===== config.mk =====
export PLATFORM = sky130hd
export DESIGN_NAME = wb_initiator
export DESIGN_NICKNAME = d
export VERILOG_FILES = /design/src/rtl/wb_pkg.sv /design/src/rtl/wb_timeout.sv /design/src/rtl/wb_initiator.sv
export SDC_FILE = /design/constraint.sdc
export NUM_CORES = 1
export LEC_CHECK = 0
export BUFFER_PORTS_ARGS = -buffer_cell sky130_fd_sc_hd__buf_2
export CORE_MARGIN = 2
export CORE_UTILIZATION = 45
export CTS_CLUSTER_DIAMETER = 50
export DETAILED_ROUTE_END_ITERATION = 16
export PLACE_DENSITY = 0.91
export SETUP_SLACK_MARGIN = 0.4
export SLEW_MARGIN = 5
export SYNTH_ARGS = -nofsm -noshare
export SYNTH_HDL_FRONTEND = slang
export SYNTH_SLANG_ARGS = --single-unit

===== constraint.sdc =====
create_clock -name clk_i -period 1.8 [get_ports clk_i]
set_input_delay 0 -clock clk_i [delete_from_list [all_inputs] [get_ports clk_i]]
set_output_delay 0 -clock clk_i [all_outputs]
set_load 0.005 [all_outputs]

===== src/rtl/wb_pkg.sv =====
// Shared Wishbone definitions for the initiator and future Wishbone blocks.
//   DAT_WIDTH : Wishbone data bus width
//   SEL_WIDTH : Wishbone byte-select width
//   wb_state_e: initiator sequencing states
package wb_pkg;

  localparam int DAT_WIDTH = 32;
  localparam int SEL_WIDTH = 4;

  typedef enum logic [1:0] {
    IDLE = 2'd0,
    BUS  = 2'd1,
    RESP = 2'd2
  } wb_state_e;

endpackage


===== src/rtl/wb_timeout.sv =====
// Bus-cycle timeout timer.
//   clk_i     : clock
//   rst_i     : synchronous active-high reset
//   clr_i     : reload the timer at the start of a bus cycle
//   en_i      : count one waited cycle
//   expired_o : the current cycle is the TIMEOUT-th waited cycle
// Implemented as a down-counter loaded with TIMEOUT-1 that flags at zero,
// which is equivalent to an up-counter compared against TIMEOUT-1.
// TIMEOUT = 0 disables the timer: expired_o never asserts.
module wb_timeout #(
  parameter int TIMEOUT = 255
) (
  input  logic clk_i,
  input  logic rst_i,
  input  logic clr_i,
  input  logic en_i,
  output logic expired_o
);

  localparam int CW = (TIMEOUT > 1) ? $clog2(TIMEOUT) : 1;
  localparam logic [CW-1:0] LOAD = (TIMEOUT > 0) ? CW'(TIMEOUT - 1) : '0;

  logic [CW-1:0] cnt;

  always_ff @(posedge clk_i) begin
    if (rst_i || clr_i) begin
      cnt <= LOAD;
    end else if (en_i && (cnt != '0)) begin
      cnt <= cnt - CW'(1);
    end
  end

  assign expired_o = (TIMEOUT != 0) && (cnt == '0);

endmodule


===== src/rtl/wb_initiator.sv =====
// Wishbone classic initiator: one single-beat command in, one bus cycle out,
// one response (read data or timeout error) back. One transaction in flight.
//   clk_i, rst_i            : clock, synchronous active-high reset
//   cmd_*                   : valid/ready command port (adr, we, sel, dat)
//   rsp_*                   : valid/ready response port (dat, err)
//   cyc_o/stb_o/we_o/adr_o/sel_o/dat_o, dat_i/ack_i : Wishbone initiator side
//
// state | meaning
// IDLE  | ready for a command, bus idle
// BUS   | cyc/stb asserted, waiting for ack_i or timeout
// RESP  | response held on rsp_* until the consumer takes it
module wb_initiator
  import wb_pkg::*;
#(
  parameter int ADR_WIDTH = 30,
  parameter int TIMEOUT   = 255
) (
  input  logic                 clk_i,
  input  logic                 rst_i,
  input  logic                 cmd_valid_i,
  output logic                 cmd_ready_o,
  input  logic [ADR_WIDTH-1:0] cmd_adr_i,
  input  logic                 cmd_we_i,
  input  logic [SEL_WIDTH-1:0] cmd_sel_i,
  input  logic [DAT_WIDTH-1:0] cmd_dat_i,
  output logic                 rsp_valid_o,
  input  logic                 rsp_ready_i,
  output logic [DAT_WIDTH-1:0] rsp_dat_o,
  output logic                 rsp_err_o,
  output logic                 cyc_o,
  output logic                 stb_o,
  output logic                 we_o,
  output logic [ADR_WIDTH-1:0] adr_o,
  output logic [SEL_WIDTH-1:0] sel_o,
  output logic [DAT_WIDTH-1:0] dat_o,
  input  logic [DAT_WIDTH-1:0] dat_i,
  input  logic                 ack_i
);

  wb_state_e state;
  logic      accept;
  logic      expired;

  assign cmd_ready_o = (state == IDLE);
  assign accept      = cmd_valid_i && cmd_ready_o;

  wb_timeout #(.TIMEOUT(TIMEOUT)) u_timeout (
    .clk_i    (clk_i),
    .rst_i    (rst_i),
    .clr_i    (accept),
    .en_i     ((state == BUS) && !ack_i),
    .expired_o(expired)
  );

  always_ff @(posedge clk_i) begin
    if (rst_i) begin
      state       <= IDLE;
      cyc_o       <= 1'b0;
      stb_o       <= 1'b0;
      we_o        <= 1'b0;
      adr_o       <= '0;
      sel_o       <= '0;
      dat_o       <= '0;
      rsp_valid_o <= 1'b0;
      rsp_dat_o   <= '0;
      rsp_err_o   <= 1'b0;
    end else begin
      case (state)
        IDLE: begin
          if (cmd_valid_i) begin
            adr_o <= cmd_adr_i;
            we_o  <= cmd_we_i;
            sel_o <= cmd_sel_i;
            dat_o <= cmd_dat_i;
            cyc_o <= 1'b1;
            stb_o <= 1'b1;
            state <= BUS;
          end
        end
        BUS: begin
          // ack has priority over a timeout landing in the same cycle
          if (ack_i) begin
            rsp_dat_o   <= we_o ? '0 : dat_i;
            rsp_err_o   <= 1'b0;
            rsp_valid_o <= 1'b1;
            cyc_o       <= 1'b0;
            stb_o       <= 1'b0;
            state       <= RESP;
          end else if (expired) begin
            rsp_dat_o   <= '0;
            rsp_err_o   <= 1'b1;
            rsp_valid_o <= 1'b1;
            cyc_o       <= 1'b0;
            stb_o       <= 1'b0;
            state       <= RESP;
          end
        end
        RESP: begin
          if (rsp_ready_i) begin
            rsp_valid_o <= 1'b0;
            state       <= IDLE;
          end
        end
        default: begin
          cyc_o       <= 1'b0;
          stb_o       <= 1'b0;
          rsp_valid_o <= 1'b0;
          state       <= IDLE;
        end
      endcase
    end
  end

endmodule


# After elaboration in Yosys (flattened, before gate mapping)
# Index checks and enable logic that the tools add are counted.
[word_totals] regBits=112 in_bits=104
[classes] reduce_logical=14 n_eq_ne=5 n_addsub=1 bitwise_logic=2 n_mux=17
[op_table] cell="$mux W32" count=3
[op_table] cell="$reduce_and A3 Y1" count=3
[op_table] cell="$logic_not A8 Y1" count=1
[op_table] cell="$mux W2" count=4
[op_table] cell="$reduce_bool A8 Y1" count=1
[op_table] cell="$sub A8 B1 Y8 const B" count=1
[op_table] cell="$mux W1" count=7
[op_table] cell="$pmux W1 S3" count=2
[op_table] cell="$pmux W2 S3" count=1
[op_table] cell="$ne A2 B2 Y1 const B" count=2
[op_table] cell="$reduce_and A2 Y1" count=2
[op_table] cell="$logic_and A1 B1 Y1" count=3
[op_table] cell="$ne A3 B3 Y1 const B" count=1
[op_table] cell="$eq A2 B1 Y1 const B" count=1
[op_table] cell="$eq A2 B2 Y1 const B" count=1
[op_table] cell="$logic_not A2 Y1" count=1
[op_table] cell="$not A1 Y1" count=2
[op_table] cell="$reduce_bool A2 Y1" count=1
[op_table] cell="$logic_not A1 Y1" count=1
[op_table] cell="$logic_or A1 B1 Y1" count=1

# Longest topological paths before layout
# Gate-level depths: netlist (run 1).
[logic_depth] word_depth=4 ltp_mapped=7

# Modules after synthesis
# Synthesis (run 1) repeated with hierarchy kept, for this count alone.
[unflattened] cells_unflattened=511 area_unflattened_um2=4401.7
[by_module_without_submodules] mod="wb_initiator" seq_area_each_um2=2082.0 area_per_inst_um2=3981.3 n_inst=1 cells_per_inst=465
[by_module_without_submodules] mod="wb_timeout" seq_area_each_um2=160.2 area_per_inst_um2=420.4 n_inst=1 cells_per_inst=46

# Worst setup path before layout (run 1)
# Ideal clock, no wire load.
[synth_path] path_type="reg2reg" start="reg u_timeout.cnt[0]" end="reg rsp_dat_o[0]" synth_period_minus_slack_ns=1.582 slack_ns=0.218 setup_ns=0.117 t_arrival_ns=1.465 stages_incl_launch_ff=8 path_cell_list="dfxtp_1 inv_1 ha_1 nor3b_2 a21o_4 a21oi_2 buf_6 a22o_1"
[synth_between] elab_chain_len=3
[synth_rtl] element="from (decl)" line="wb_timeout.sv:23" source="logic [CW-1:0] cnt;"
[synth_rtl] element="from (signal assigned)" line="wb_timeout.sv:29" source="cnt <= cnt - CW'(1);"
[synth_rtl] element="$logic_not A8 Y1" line="wb_timeout.sv:33" source="assign expired_o = (TIMEOUT != 0) && (cnt == '0);"
[synth_rtl] element="$reduce_bool A2 Y1 (no line)"
[synth_rtl] element="$reduce_and A2 Y1 (no line)"
[synth_rtl] element="to (signal assigned)" line="wb_initiator.sv:83" source="rsp_dat_o <= we_o ? '0 : dat_i;"
[synth_rtl] element="to (decl)" line="wb_initiator.sv:28" source="output logic [DAT_WIDTH-1:0] rsp_dat_o,"
# No other way between the ends.
# A chain may end at the register's enable or synchronous reset.

# Final worst setup path (run 1)
[layout_path] start="reg u_timeout.cnt[0]" end="reg u_timeout.cnt[6]"
[layout_between] elab_chain_len=2
[layout_rtl] element="parallel branches: the longest is 2 deep, another holds $sub A8 B1 Y8"
# Several ways; the timed one is not identified.

==> results by stage, run 1 <==
Outcome:
- The run finished with clean final reports.

Worst hold path:
- The number of cells traversed by the worst hold path is 2.
- The worst hold path class is input port to flip-flop.

Final layout:
- The sequential cell area is 0.002255 mm^2.
- The top cell types in the final layout, fill and taps aside, are 207 x sky130_fd_sc_hd__buf_2, 142 x sky130_fd_sc_hd__nand2_1, 106 x sky130_fd_sc_hd__dfxtp_1.
- The fraction of layout instances using a drive strength above 1 is 35.82%.
- The final-stage net count is 852.
- Counting the fill cells in the layout gives 547.
- The post-layout instance count excluding filler cells is 859.
- The leading cell type in the layout, fill and taps excluded is sky130_fd_sc_hd__buf_2.
- Once layout is complete, the utilization of the core stands at 75.15%.
- The final cell area excluding filler cells is 0.006490 mm^2.
- The area occupied by multi-input gates is 0.001647 mm^2.
- The area overhead of the layout relative to synthesis is 63.78%.
- The number of antenna diodes in the final layout is 0.

Logic synthesis:
- After Yosys synthesis, full adders, half adders and majority gates account for 0.6315% of the synthesized area.
- The portion of netlist area occupied by mux cells is 0.5368%.
- The number of storage elements in the synthesis netlist is 112.
- Summing the sequential cell areas from Yosys gives 56.58% of the chip area.
- Synthesis produced a netlist whose cell count is 438.
- After synthesis, the share of flip-flops with an asynchronous set or reset is 0%.
- Synthesis instantiated 38 different standard cells from the library.
- Each instance of the synthesized netlist takes up on average 9.047 um^2.
- The Yosys warning count is 0.
- The mapped cell area is 0.003963 mm^2.
- The number of enable-type register cells in the synthesized netlist is 0.
- The fraction of the mapped netlist area in compound gates is 18.50%.
- The simple-gate share of the synthesized area is 18.19%.
- The portion of synthesized cell area occupied by the leading cell type is 56.58%.
- The number of nets in the synthesized netlist is 544.
- Among all flip-flop cells after synthesis, the most frequent one is sky130_fd_sc_hd__dfxtp_1.
- The largest total area in the synthesized netlist belongs to sky130_fd_sc_hd__dfxtp_1.
- Sorting the synthesized cells by area gives the leading types as sky130_fd_sc_hd__dfxtp_1 57%, sky130_fd_sc_hd__nand2_1 14%, sky130_fd_sc_hd__a21oi_1 9.2%, sky130_fd_sc_hd__a22o_1 6.9%, sky130_fd_sc_hd__clkbuf_1 1.5%.
- By area, the combinational part of the netlist is dominated by compound AO/OA/AOI/OAI gates.
- Of the total synthesized cell area, the portion taken by XOR and XNOR cells is 0.8841%.

Floorplanning:
- The area of the core is 0.008636 mm^2.
- The die is 97.84 um wide.
- Measured along the y axis, the die boundary spans 97.84 um.
- The count of boundary I/O pins is 208.
- The effective utilization at floorplan is 45.89%.
- The floorplan step defined a die boundary enclosing 0.009573 mm^2.
- Row generation in the floorplan step produced 34 rows.

Worst setup path:
- The beginning of the critical path is u_timeout.cnt[0]$_SDFFE_PP0P_.
- In this run the register-to-register setup slack is 0.14 ns.
- In this run the critical register-to-register path is captured at u_timeout.cnt[6]$_SDFFE_PP1P_.
- The worst register-to-register path has a depth of 7.
- The most critical setup path has its endpoint at u_timeout.cnt[6]$_SDFFE_PP1P_.
- The beginning of the worst register-to-register path is u_timeout.cnt[0]$_SDFFE_PP0P_.
- The critical path data arrival time is 1.88 ns.
- For the worst setup path, the data required time is 2.02 ns.
- The type of the worst setup path is flip-flop to flip-flop.
- The nature of the critical path startpoint is a flip-flop.
- The kind of end point of the critical path is a flip-flop.
- Of all nets on the critical path, the largest fanout is 5.

Route:
- The number of iterations in the first detailed-routing pass is 6.
- The routed design has 14,720 um of wire.
- The count of nets left with antenna violations once routing finished came out at 0.
- The average wire per standard cell is 17.14 um.
- The first routing iteration left 213 violations.
- Dividing the detail-routed via count by the number of cells gives 5.291.
- The detailed-route via count is 4,545.
- The post-detailed-route DRC marker count is 0.

Global route:
- The number of global-route vias before repair was 4,607.
- The overall track demand over capacity in global routing is 29.66%.
- The first-pass GRT wire length is 22,970 um.
- The pin count of the biggest net entering global routing is 46.
- The number of antenna violations at the first check in global routing is 0.
- Summed over all layers, the global routing overflow is 0.

Clock tree:
- Buffers inserted during clock tree synthesis total 9.
- The CTS root buffer is sky130_fd_sc_hd__clkbuf_8.
- The clock tree buffer depth is 2.
- The total number of H-tree levels is 3.
- After clock tree synthesis, the clock-pin slew on the worst setup and hold paths is 0.10 ns.
- Clock tree synthesis found a total of 112 sinks.
- The worst-skew pair later-pin latency is 0.37 ns.
- TritonCTS built the clock tree.

STA:
- The relative slew slack is 65.01%.
- The fmax is 602.0 MHz.
- Setup repair after global routing could not meet its margin everywhere.
- The number of pins exceeding their max-slew limit in the final report is 0.
- Setup violations remaining at the end of the flow were counted as 0.
- Across the routed clock network, the largest skew measured is 0.01297 ns.
- The hold violation total from the final report is 0.
- The transition at the pin with the smallest max-transition slack is 0.5229 ns.
- The routed design could run at a clock period as short as 1.661 ns.
- The share of the clock period used by the worst path after layout is 92.29%.

Placement:
- The quantity of I/O buffers inserted on ports is 207.
- The final weighted congestion in routability-driven placement is 0.7906.
- The HPWL after detailed placement is 7428 um.
- The cell count after placement is 730.
- The post-detailed-placement cell area is 0.005077 mm^2.

Pwr:
- The standby leakage power is 3.055 nW.
- The highest ir drop seen on vdd is 0.5109 mV.
- The total power is 5.074 mW.
- Power spread over the standard cell area amounts to 781.7 mW/mm^2.

Run:
- The number of violations of the max-capacitance limit is 0.
==> registers in the layout (all words and copies together) (netlist names), 2 cells and up <==
signal / count
adr_o: 30
dat_o: 32
rsp_dat_o: 32
sel_o: 4
state: 2
u_timeout.cnt: 8
==> metal layers <==
layer / global-route usage [%] / routed length, um / vias up
li1: - / - / 2094
met3: 8.590 / 1302 / 37
met4: 10.68 / 416 / 0
met2: 54.00 / 7512 / 269
met1: 32.73 / 5492 / 2145
met5: 0 / 0 / -
==> synthesized netlist by cell type, types with 2 or more instances <==
cell                       instances
sky130_fd_sc_hd__nand2_1         143
sky130_fd_sc_hd__dfxtp_1         112
sky130_fd_sc_hd__a21oi_1          73
sky130_fd_sc_hd__a22o_1           31
sky130_fd_sc_hd__clkbuf_1         16
sky130_fd_sc_hd__buf_2             7
sky130_fd_sc_hd__buf_4             5
sky130_fd_sc_hd__nor2_1            5
sky130_fd_sc_hd__buf_6             4
sky130_fd_sc_hd__xnor2_1           4
sky130_fd_sc_hd__a211oi_1          3
sky130_fd_sc_hd__nand2b_1          3
sky130_fd_sc_hd__ha_1              2
sky130_fd_sc_hd__inv_1             2
sky130_fd_sc_hd__nor3b_2           2
sky130_fd_sc_hd__o21ai_0           2
sky130_fd_sc_hd__o21ai_1           2
sky130_fd_sc_hd__or4_1             2
==> area by class of cell <==
class	instances	area share [%]
clock buffers	10	2.121
inverters	2	0.1542
repair buffers	328	34.80
clock inverters	6	0.7326
multi-input cells	293	25.37
well taps	108	2.082
flip-flops and latches	112	34.74
==> power breakdown <==
group          leakage [nW]  switching [mW]  internal [mW]  total (mW)
registers             0.916          0.0892           2.62        2.71
logic                  2.04           0.441          0.482       0.923
clock network        0.0994           0.880          0.563        1.44
total                  3.06            1.41           3.66        5.07
==> what timing repair did <==
item,4_1_cts,5_1_grt
setup endpoints to repair,109,98
pin swaps,11,2
setup buffers,9,2
gates cloned,1,0
hold buffers,101,0
resized for setup,17,9
endpoints found under the hold margin,102,0
==> metrics by stage <==
stage / TNS, ns / setup WS (ns) / hold WS (ns)
floorplan: 0 / 0.3482 / 0.1326
global placement: 0 / 0.05606 / 0.2181
detailed placement: -1.146 / -0.05052 / 0.2204
CTS: 0 / 0.2371 / 0.002534
global route: 0 / 0.09505 / 0.03493
finish: 0 / 0.1388 / 0.02366
==> worst min-delay path by stage <==
stage / from / slack [ns] / endpoint
3_3_place_gp: dat_i[9] / 0.22 / rsp_dat_o[9]$_SDFFE_PP0P_
2_1_floorplan: dat_i[0] / 0.13 / rsp_dat_o[0]$_SDFFE_PP0P_
3_5_place_dp: dat_i[31] / 0.22 / rsp_dat_o[31]$_SDFFE_PP0P_
5_1_grt: rst_i / 0.03 / rsp_dat_o[30]$_SDFFE_PP0P_
4_1_cts: rst_i / 0.003 / state[1]$_SDFFE_PP0P_
6_report: rst_i / 0.02 / state[1]$_SDFFE_PP0P_
==> worst max-delay path, stage by stage (launching register included) <==
cell and delay, ns:
sky130_fd_sc_hd__dfxtp_2 0.39, sky130_fd_sc_hd__inv_4 0.05, sky130_fd_sc_hd__ha_4 0.15, sky130_fd_sc_hd__nor3b_4 0.17, sky130_fd_sc_hd__buf_4 0.17, sky130_fd_sc_hd__nor4b_4 0.31
sky130_fd_sc_hd__xnor2_2 0.18, sky130_fd_sc_hd__nand2_1 0.11
==> kinds of logic (layout without fill, tap and decap cells) <==
family                   after synthesis  in the layout
buffers and inverters                 34            346
XOR/XNOR                               4              4
AND/OR/NAND/NOR                      167            167
AO/OA/AOI/OAI                        117            118
flip-flops                           112            112
multiplexers                           2              2
adder cells (fa/ha/maj)                2              2
Note: power is estimated with default switching activity, not from simulation.
==> run 2, diff against run 1 <==
--- a/config.mk
+++ b/config.mk
@@ -6,6 +6,7 @@
 export NUM_CORES = 1
 export LEC_CHECK = 0
 export BUFFER_PORTS_ARGS = -buffer_cell sky130_fd_sc_hd__buf_2
+export CORE_ASPECT_RATIO = 1.4
 export CORE_MARGIN = 2
 export CORE_UTILIZATION = 45
 export CTS_CLUSTER_DIAMETER = 50
==> run 2 against run 1 <==
  * Non-clock buffer count up 2
  * Sequential share of layout area down 1.1 points
  * Critical endpoint is now u_timeout.cnt[1]$_SDFFE_PP1P_
  * Largest power group unchanged
  * Register-to-register slack better by 0.05 ns
  * First-iteration DRC count up 37%
==> results by stage, run 2 (synthesized netlist as in run 1, its figures left out) <==
Clock tree:
- The worst-skew pair later-pin latency is 0.35 ns (-0.02 ns).
- The tree is rooted in a sky130_fd_sc_hd__clkbuf_16.
- The total number of H-tree levels was 3 (unchanged).
- The TritonCTS clock tree is built.
- The post-CTS clock slew at the launch and capture registers of the worst setup and hold paths is 0.07 ns (-0.03 ns).
- The clock tree buffer depth is 2 (unchanged).
- The number of sinks handled by clock tree synthesis is 112 (unchanged).
- The number of CTS-inserted buffers was 9 (unchanged).

Final layout:
- The final cell area excluding filler cells is 0.006689 mm^2 (+3.1%).
- The number of diodes added for antenna fixing came to 0 (unchanged).
- The fraction of layout instances using a drive strength above 1 is 35.59% (-0.23 points).
- The area overhead of the layout relative to synthesis is 68.80%.
- The sequential cell area came to 0.002250 mm^2 (-0.22%).
- The end-of-flow core utilization came to 78.16% (+3.0 points).
- The leading cell type in the layout, fill and taps excluded is sky130_fd_sc_hd__buf_2.
- The number of filler instances in the final layout was 490 (-10%).
- The area occupied by multi-input gates is 0.001657 mm^2 (+0.61%).
- Leaving out fill and tap cells, the most frequent cells in the layout are 207 x sky130_fd_sc_hd__buf_2, 142 x sky130_fd_sc_hd__nand2_1, 108 x sky130_fd_sc_hd__dfxtp_1.
- In the final layout, the registers with the most flip-flops are dat_o: 32 flops, rsp_dat_o: 32 flops, adr_o: 30 flops.
- The final-stage net count is 854 (+0.23%).

Run:
- The number of violations of the max-capacitance limit came to 0 (unchanged).

Route:
- The number of DRC markers in iteration 0 is 291 (+37%).
- The met2 wirelength from detailed routing is 7832 um (+4.3%).
- The post-detailed-route DRC marker count is 0 (unchanged).
- The detailed-route via count came to 4,636 (+2.0%).
- The wire length reported by the detailed router is 15,070 um (+2.3%).
- Routed signal wires occupy layers up through met4.
- The number of nets with antenna violations after routing is 0 (unchanged).
- The routed length on met1 is 5187 um (-5.6%).
- The met3 wirelength from detailed routing is 1177 um (-9.6%).
- The average wire per standard cell is 17.56 um (+2.4%).
- The number of iterations in the first detailed-routing pass is 6 (unchanged).
- The via-per-instance ratio is 5.403 (+2.1%).

Pwr:
- The power density over cell area is 852.5 mW/mm^2 (+9.0%).
- The standby leakage power is 3.125 nW (+2.3%).
- The highest ir drop seen on vdd is 0.8883 mV (+74%).

Placement:
- The HPWL after detailed placement is 7638 um (+2.8%).
- The quantity of I/O buffers inserted on ports came to 207 (unchanged).
- The post-detailed-placement cell area is 0.005099 mm^2 (+0.42%).
- The final weighted congestion in routability-driven placement is 0.8251 (+4.4%).

Floorplanning:
- The area of the core is 0.008558 mm^2 (-0.90%).
- The effective utilization at floorplan was 46.30% (+0.42 points).
- The count of boundary I/O pins is 208 (unchanged).
- The die span in x was 83.31 um (-15%).
- The floorplan die area is 0.009583 mm^2 (+0.11%).
- The floorplan die height is 115.0 um (+18%).
- The floorplan row count is 40 (+18%).

Worst setup path:
- The required time at the worst-slack endpoint is 2.08 ns (+0.06 ns).
- The top fanout value on the critical path was 3 (-2).
- STA classifies the critical path endpoint as a flip-flop.
- The nature of the critical path startpoint is a flip-flop.
- The critical path in this run is classified as flip-flop to flip-flop.
- The critical path data arrival time is 1.90 ns (+0.02 ns).

Outcome:
- The flow ran to the end, and the final reports show no timing, DRC or antenna violations.

STA:
- The number of pins exceeding their max-slew limit in the final report was 0 (unchanged).
- The hold violation total from the final report was 0 (unchanged).
- The transition at the pin with the smallest max-transition slack came to 0.6471 ns (+0.1242 ns).
- The worst setup skew after layout is 0.006413 ns (-0.006558 ns).
- The final setup TNS is 0 ns (unchanged).
- Setup repair after global routing could not meet its margin everywhere.
- The relative slew slack is 56.86% (-8.1 points).
- The minimum clock period is 1.611 ns (-0.04980 ns).
- The final setup violation count is 0 (unchanged).
- The share of the clock period used by the worst path after layout came to 89.52% (-2.8 points).
- The fmax is 620.6 MHz (+3.1%).

Worst hold path:
- The tightest min-delay check is of the input port to flip-flop type.

Global route:
- The number of global-route vias before repair is 4,738 (+2.8%).
- The first-pass GRT wire length is 22,530 um (-1.9%).
- The number of antenna violations at the first check in global routing was 0 (unchanged).
- The remaining global-route overflow is 0 (unchanged).
- The overall track demand over capacity in global routing came to 29.83% (+0.17 points).
- The pin count of the biggest net entering global routing is 49 (+6.5%).
-- run 2: cell type report --
type | instances | area share [%]
flip-flops and latches | 112 | 33.63
repair buffers | 330 | 35.04
inverters | 2 | 0.1122
well taps | 105 | 1.964
clock buffers | 12 | 3.685
clock inverters | 4 | 0.8043
multi-input cells | 293 | 24.77
-- run 2: worst paths after layout --
| path | start | end | slack [ns] | depth (start not counted) |
|---|---|---|---|---|
| worst max-delay path | u_timeout.cnt[0]$_SDFFE_PP0P_ | u_timeout.cnt[1]$_SDFFE_PP1P_ | 0.19 | 7 |
| worst max register to register | u_timeout.cnt[0]$_SDFFE_PP0P_ | u_timeout.cnt[1]$_SDFFE_PP1P_ | 0.19 | 7 |
| worst min register to register | adr_o[10]$_SDFFE_PP0P_ | adr_o[10]$_SDFFE_PP0P_ | 0.45 | 2 |
| worst min-delay path | cmd_valid_i | state[0]$_SDFFE_PP0P_ | 0.13 | 3 |
-- run 2: routing by layer --
layer / track usage (%) / vias to the layer above
met5: 0 / -
met4: 21.09 / 0
met3: 8.471 / 82
met2: 54.73 / 312
met1: 28.63 / 2143
li1: - / 2099
-- run 2: timing repair --
item,CTS,global route
setup buffers,9,1
gates resized for setup,15,15
setup endpoints to repair,108,82
pin swaps,16,11
hold endpoints to repair,102,0
gates cloned,3,1
hold buffers,101,0
-- run 2: power breakdown --
group	switching (mW)	total (mW)	leakage [nW]	internal [mW]
Combinational	0.464	0.977	2.07	0.513
Clock	0.894	2.02	0.139	1.12
Sequential	0.0894	2.71	0.917	2.62
-- run 2: worst max-delay path: stages (launching register included) --
cell and delay [ns]:
sky130_fd_sc_hd__dfxtp_2 0.35, sky130_fd_sc_hd__inv_2 0.06, sky130_fd_sc_hd__ha_4 0.15, sky130_fd_sc_hd__nor3b_4 0.16, sky130_fd_sc_hd__buf_4 0.16, sky130_fd_sc_hd__a211o_1 0.29
sky130_fd_sc_hd__mux2_1 0.32, sky130_fd_sc_hd__nand2_1 0.07
-- run 2: per-stage QoR --
step	std cells	setup WS [ns]	power [mW]	hold slack, ns
2_1_floorplan	438	0.3482	3.090	0.1326
3_3_place_gp	727	0.02756	3.394	0.2166
3_5_place_dp	727	-0.06685	3.424	0.2214
4_1_cts	856	0.2201	5.609	0.1116
5_1_grt	858	0.1648	5.883	0.1422
6_report	858	0.1886	5.702	0.1290
==> run 3, diff against run 2 <==
--- a/config.mk
+++ b/config.mk
@@ -5,13 +5,13 @@
 export SDC_FILE = /design/constraint.sdc
 export NUM_CORES = 1
 export LEC_CHECK = 0
+export ABC_AREA = 1
 export BUFFER_PORTS_ARGS = -buffer_cell sky130_fd_sc_hd__buf_2
 export CORE_ASPECT_RATIO = 1.4
 export CORE_MARGIN = 2
-export CORE_UTILIZATION = 45
-export CTS_CLUSTER_DIAMETER = 50
+export CORE_UTILIZATION = 46
 export DETAILED_ROUTE_END_ITERATION = 16
-export PLACE_DENSITY = 0.91
+export PLACE_DENSITY = 0.9
 export SETUP_SLACK_MARGIN = 0.4
 export SLEW_MARGIN = 5
 export SYNTH_ARGS = -nofsm -noshare
==> run 3 against run 2 <==
  * Sequential share of layout area fell by 1.5 points
  * Sequential power rose by 4%
  * Die area rose by 8.5%
  * Maximum frequency fell by 6.0%
  * Clock skew rose by 0.0088 ns
  * Non-clock buffer count fell by 8
  * Synthesized cell count rose by 37%
  * Power rose by 9.4%
  * Combinational power rose by 34%
  * Routed wire length rose by 19%
  * Clock power rose by 5%
  * Largest power group unchanged
==> results by stage, run 3 <==
Final layout:
- The largest registers in the layout are dat_o: 32 flops, rsp_dat_o: 32 flops, adr_o: 30 flops.
- The final-stage net count was 995 (+17%).
- Leaving out fill and tap cells, the most frequent cells in the layout are 207 x sky130_fd_sc_hd__buf_2, 175 x sky130_fd_sc_hd__nor2_1, 107 x sky130_fd_sc_hd__dfxtp_1.
- The fraction of layout instances using a drive strength above 1 is 30.76% (-4.8 points).
- The area overhead of the layout relative to synthesis is 58.94%.
- The post-layout instance count excluding filler cells is 1,004 (+17%).
- The number of diodes added for antenna fixing is 0 (unchanged).
- The number of filler instances in the final layout was 597 (+22%).
- The library cell used most frequently in the layout, excluding fill and tap cells, is sky130_fd_sc_hd__buf_2.

Global route:
- The first-pass GRT wire length is 24,560 um (+9.0%).
- The pin count of the biggest net entering global routing was 74 (+51%).
- The number of antenna violations at the first check in global routing is 0 (unchanged).
- The remaining global-route overflow is 0 (unchanged).
- The number of global-route vias before repair is 5,296 (+12%).
- The overall track demand over capacity in global routing was 29.79% (-0.043 points).

Worst hold path:
- The capture endpoint of the worst hold path is rsp_dat_o[22]$_SDFFE_PP0P_.
- In this run the most critical hold path is launched from dat_i[22].
- The worst hold path class is input port to flip-flop.
- The number of cells traversed by the worst hold path is 5 (+2).

Pwr:
- The power density over cell area came to 890.4 mW/mm^2 (+4.4%).
- The part of the power in the clock network is 33.9% (-1.5 points).
- The part of the power in combinational logic is 21.0% (+3.9 points).
- The highest ir drop seen on vdd is 0.6200 mV (-30%).
- The share of total power in sequential cells is 45.1% (-2.4 points).
- The standby leakage power came to 3.409 nW (+9.1%).
- The net switching share of the total power is 29.31% (+3.9 points).
- The power spent charging and discharging nets is 1.829 mW (+26%).
- The internal cell power came to 4.411 mW (+3.7%).
- The total power is 6.240 mW (+9.4%).

Logic synthesis:
- The Yosys warning count came to 0 (unchanged).
- The average cell area after synthesis is 7.349 um^2 (-19%).
- The number of storage elements in the synthesis netlist is 112 (unchanged).
- The mapped cell area is 0.004409 mm^2 (+11%).
- The synthesized netlist net count is 706 (+30%).
- Counting instances in the post-synthesis netlist gives the leading cell types as 178 x sky130_fd_sc_hd__nor2_1, 112 x sky130_fd_sc_hd__dfxtp_1, 89 x sky130_fd_sc_hd__nand2_1.
- The portion of synthesized cell area occupied by the leading cell type was 50.85% (-5.7 points).
- The fraction of registers with async set or reset after synthesis is 0% (unchanged).
- After synthesis, the cell types taking the most area are sky130_fd_sc_hd__dfxtp_1 51%, sky130_fd_sc_hd__nor2_1 15%, sky130_fd_sc_hd__nand2_1 7.6%, sky130_fd_sc_hd__o21ai_0 6.8%, sky130_fd_sc_hd__nand3_1 4.4%.
- The sequential cell area fraction in the yosys report was 50.85% (-5.7 points).
- By instance count, the leading cell after synthesis is sky130_fd_sc_hd__nor2_1.
- The largest total area in the synthesized netlist belongs to sky130_fd_sc_hd__dfxtp_1.
- The cell count after synthesis is 600 (+37%).
- The number of enable-type register cells in the synthesized netlist is 0 (unchanged).
- The distinct cell type count of the synthesized netlist is 23 (-39%).
- The most used flip-flop cell after synthesis is sky130_fd_sc_hd__dfxtp_1.

Route:
- The detailed-route via count is 5,509 (+19%).
- The average wire per standard cell is 17.86 um (+1.7%).
- The via-per-instance ratio is 5.487 (+1.6%).
- The number of nets with antenna violations after routing is 0 (unchanged).
- The post-detailed-route DRC marker count came to 0 (unchanged).
- The number of iterations in the first detailed-routing pass was 5 (-1).
- The wire length reported by the detailed router came to 17,930 um (+19%).
- The number of DRC markers in iteration 0 is 359 (+23%).

Placement:
- The worst slack at placement came to 0.2975 ns (+0.3643 ns).
- The quantity of I/O buffers inserted on ports is 207 (unchanged).
- The HPWL after detailed placement came to 7893 um (+3.3%).
- The final weighted congestion in routability-driven placement is 0.7672 (-7.0%).
- The cell count after placement came to 884 (+22%).

STA:
- The relative slew slack is 74.06% (+17 points).
- Setup repair after global routing could not meet its margin everywhere.
- The share of the clock period used by the worst path after layout was 95.28% (+5.8 points).
- The transition at the pin with the smallest max-transition slack came to 0.3876 ns (-0.2594 ns).
- The minimum clock period is 1.715 ns (+0.1036 ns).
- The fmax is 583.1 MHz (-6.0%).
- The number of pins exceeding their max-slew limit in the final report was 0 (unchanged).
- The final setup violation count is 0 (unchanged).
- The hold violation total from the final report is 0 (unchanged).
- The final worst slack is 0.08500 ns (-0.1036 ns).
- The worst setup skew after layout is 0.01520 ns (+0.008790 ns).
- The post-route worst hold slack is 0.002929 ns (-0.1261 ns).
- The final setup TNS came to 0 ns (unchanged).

Floorplanning:
- The effective utilization at floorplan was 46.87% (+0.57 points).
- The area of the core is 0.009407 mm^2 (+9.9%).
- The count of boundary I/O pins came to 208 (unchanged).
- The floorplan row count was 42 (+5.0%).
- The floorplan die height is 119.8 um (+4.2%).
- The floorplan die area came to 0.01040 mm^2 (+8.5%).
- The die span in x is 86.75 um (+4.1%).

Worst setup path:
- The worst reg2reg path endpoint is rsp_dat_o[17]$_SDFFE_PP0P_.
- The worst stage delay on the critical path is 0.37 ns (+0.02 ns).
- The critical path data arrival time came to 1.95 ns (+0.05 ns).
- The setup slack on the worst flop-to-flop path is 0.09 ns (-0.10 ns).
- The beginning of the critical path is u_timeout.cnt[6]$_SDFFE_PP1P_.
- The nature of the critical path startpoint is a flip-flop.
- The beginning of the worst register-to-register path is u_timeout.cnt[6]$_SDFFE_PP1P_.
- The slowest stage of the critical path belongs to the cell sky130_fd_sc_hd__dfxtp_1.
- The setup path with the least slack is of type flip-flop to flip-flop.
- The signal on the critical path passes through nor2_2 > nand2_4 > o21ai_4 > buf_6 > clkbuf_16 > a21oi_1 > nor2_1.
- The cell depth of the worst flop-to-flop path is 7 (unchanged).
- The kind of end point of the critical path is a flip-flop.
- The top fanout value on the critical path was 16 (+13).
- The required time at the worst-slack endpoint is 2.03 ns (-0.05 ns).

Clock tree:
- The post-CTS clock slew at the launch and capture registers of the worst setup and hold paths is 0.09 ns (+0.02 ns).
- The total number of H-tree levels came to 3 (unchanged).
- The cell sitting at the root of the clock tree is a sky130_fd_sc_hd__clkbuf_16.
- TritonCTS built the clock tree.
- The clock tree buffer depth was 2 (unchanged).
- The worst-skew pair later-pin latency is 0.36 ns (about the same).
- The number of CTS-inserted buffers is 9 (unchanged).
- The number of sinks handled by clock tree synthesis is 112 (unchanged).

Outcome:
- The flow ran to the end, and the final reports show no timing, DRC or antenna violations.

Run:
- The number of violations of the max-capacitance limit is 0 (unchanged).
## run 3: cell count changes after synthesis, moves of 7 or more
cell / before / now
sky130_fd_sc_hd__a22o_1: 31 / 0
sky130_fd_sc_hd__inv_1: 2 / 9
sky130_fd_sc_hd__a21oi_1: 73 / 36
sky130_fd_sc_hd__buf_2: 7 / 16
sky130_fd_sc_hd__o21ai_0: 2 / 60
sky130_fd_sc_hd__nand3_1: 1 / 39
sky130_fd_sc_hd__nand2_1: 143 / 89
sky130_fd_sc_hd__nor2_1: 5 / 178
sky130_fd_sc_hd__o21ai_1: 2 / 11
## run 3: critical path, delay by kind of cell, from the launching register on
family	cells	cell delay, ns
simple gates	3	0.58
compound gates	2	0.31
flops	1	0.37
buf+inv	2	0.33
## run 3: through the flow
stage	cell area (um^2)	utilization [%]
2_1_floorplan	4409	-
3_3_place_gp	5468	58.13
3_5_place_dp	5468	58.13
4_1_cts	6815	72.45
5_1_grt	7008	74.50
6_report	7008	74.50
## run 3: power groups by stage
| stage | clock network [mW] | logic [mW] | registers [mW] |
|---|---|---|---|
| after detailed placement | 0 | 0.964 | 2.84 |
| after floorplan | 0 | 0.535 | 2.86 |
| after CTS | 2.09 | 1.15 | 2.79 |
| final | 2.12 | 1.31 | 2.81 |
| after global placement | 0 | 0.943 | 2.83 |
| after global routing | 2.21 | 1.42 | 2.83 |
## run 3: cell families after synthesis
group | synth area share [%]
AOI/OAI and AO/OA | 13.22
xor gates and xnor gates | 0.5960
adders and majority gates | 0.5674
buffers and inverters | 6.668
DFF | 50.85
and+or+nand+nor | 28.09
## run 3: layer usage
metal  track usage [%]  part of all wire [%]  vias to the layer above
met4             16.50                   6.3                        0
li1                  -                     -                     2496
met5                 0                     0                        -
met3             7.428                    10                      109
met2             53.99                    51                      367
met1             30.38                    33                     2537
## run 3: what timing repair did
item	in CTS	in global routing
hold buffers	95	0
buffers inserted	2	2
hold endpoints to repair	97	0
setup endpoints to repair	37	96
gates resized for setup	4	36
gates cloned	2	3
pin swaps	1	7
## run 3: worst max path at each step
stage                                 end  slack [ns]  cells past startpoint
2_1_floorplan  rsp_dat_o[10]$_SDFFE_PP0P_        0.45                      9
3_3_place_gp   rsp_dat_o[26]$_SDFFE_PP0P_        0.36                      8
3_5_place_dp   rsp_dat_o[14]$_SDFFE_PP0P_        0.30                      8
4_1_cts        rsp_dat_o[31]$_SDFFE_PP0P_        0.40                      8
5_1_grt        rsp_dat_o[17]$_SDFFE_PP0P_        0.02                      7
6_report       rsp_dat_o[17]$_SDFFE_PP0P_        0.09                      7
## run 3: cell type report
type | instances | area [um^2] | share of cell area (%)
clock buffers | 9 | 225.2 | 3.214
clock inverters | 7 | 90.09 | 1.285
inverters | 13 | 51.30 | 0.7320
multi-input cells | 431 | 1948 | 27.80
flip-flops and latches | 112 | 2248 | 32.08
well taps | 110 | 137.6 | 1.964
repair buffers | 322 | 2307 | 32.92
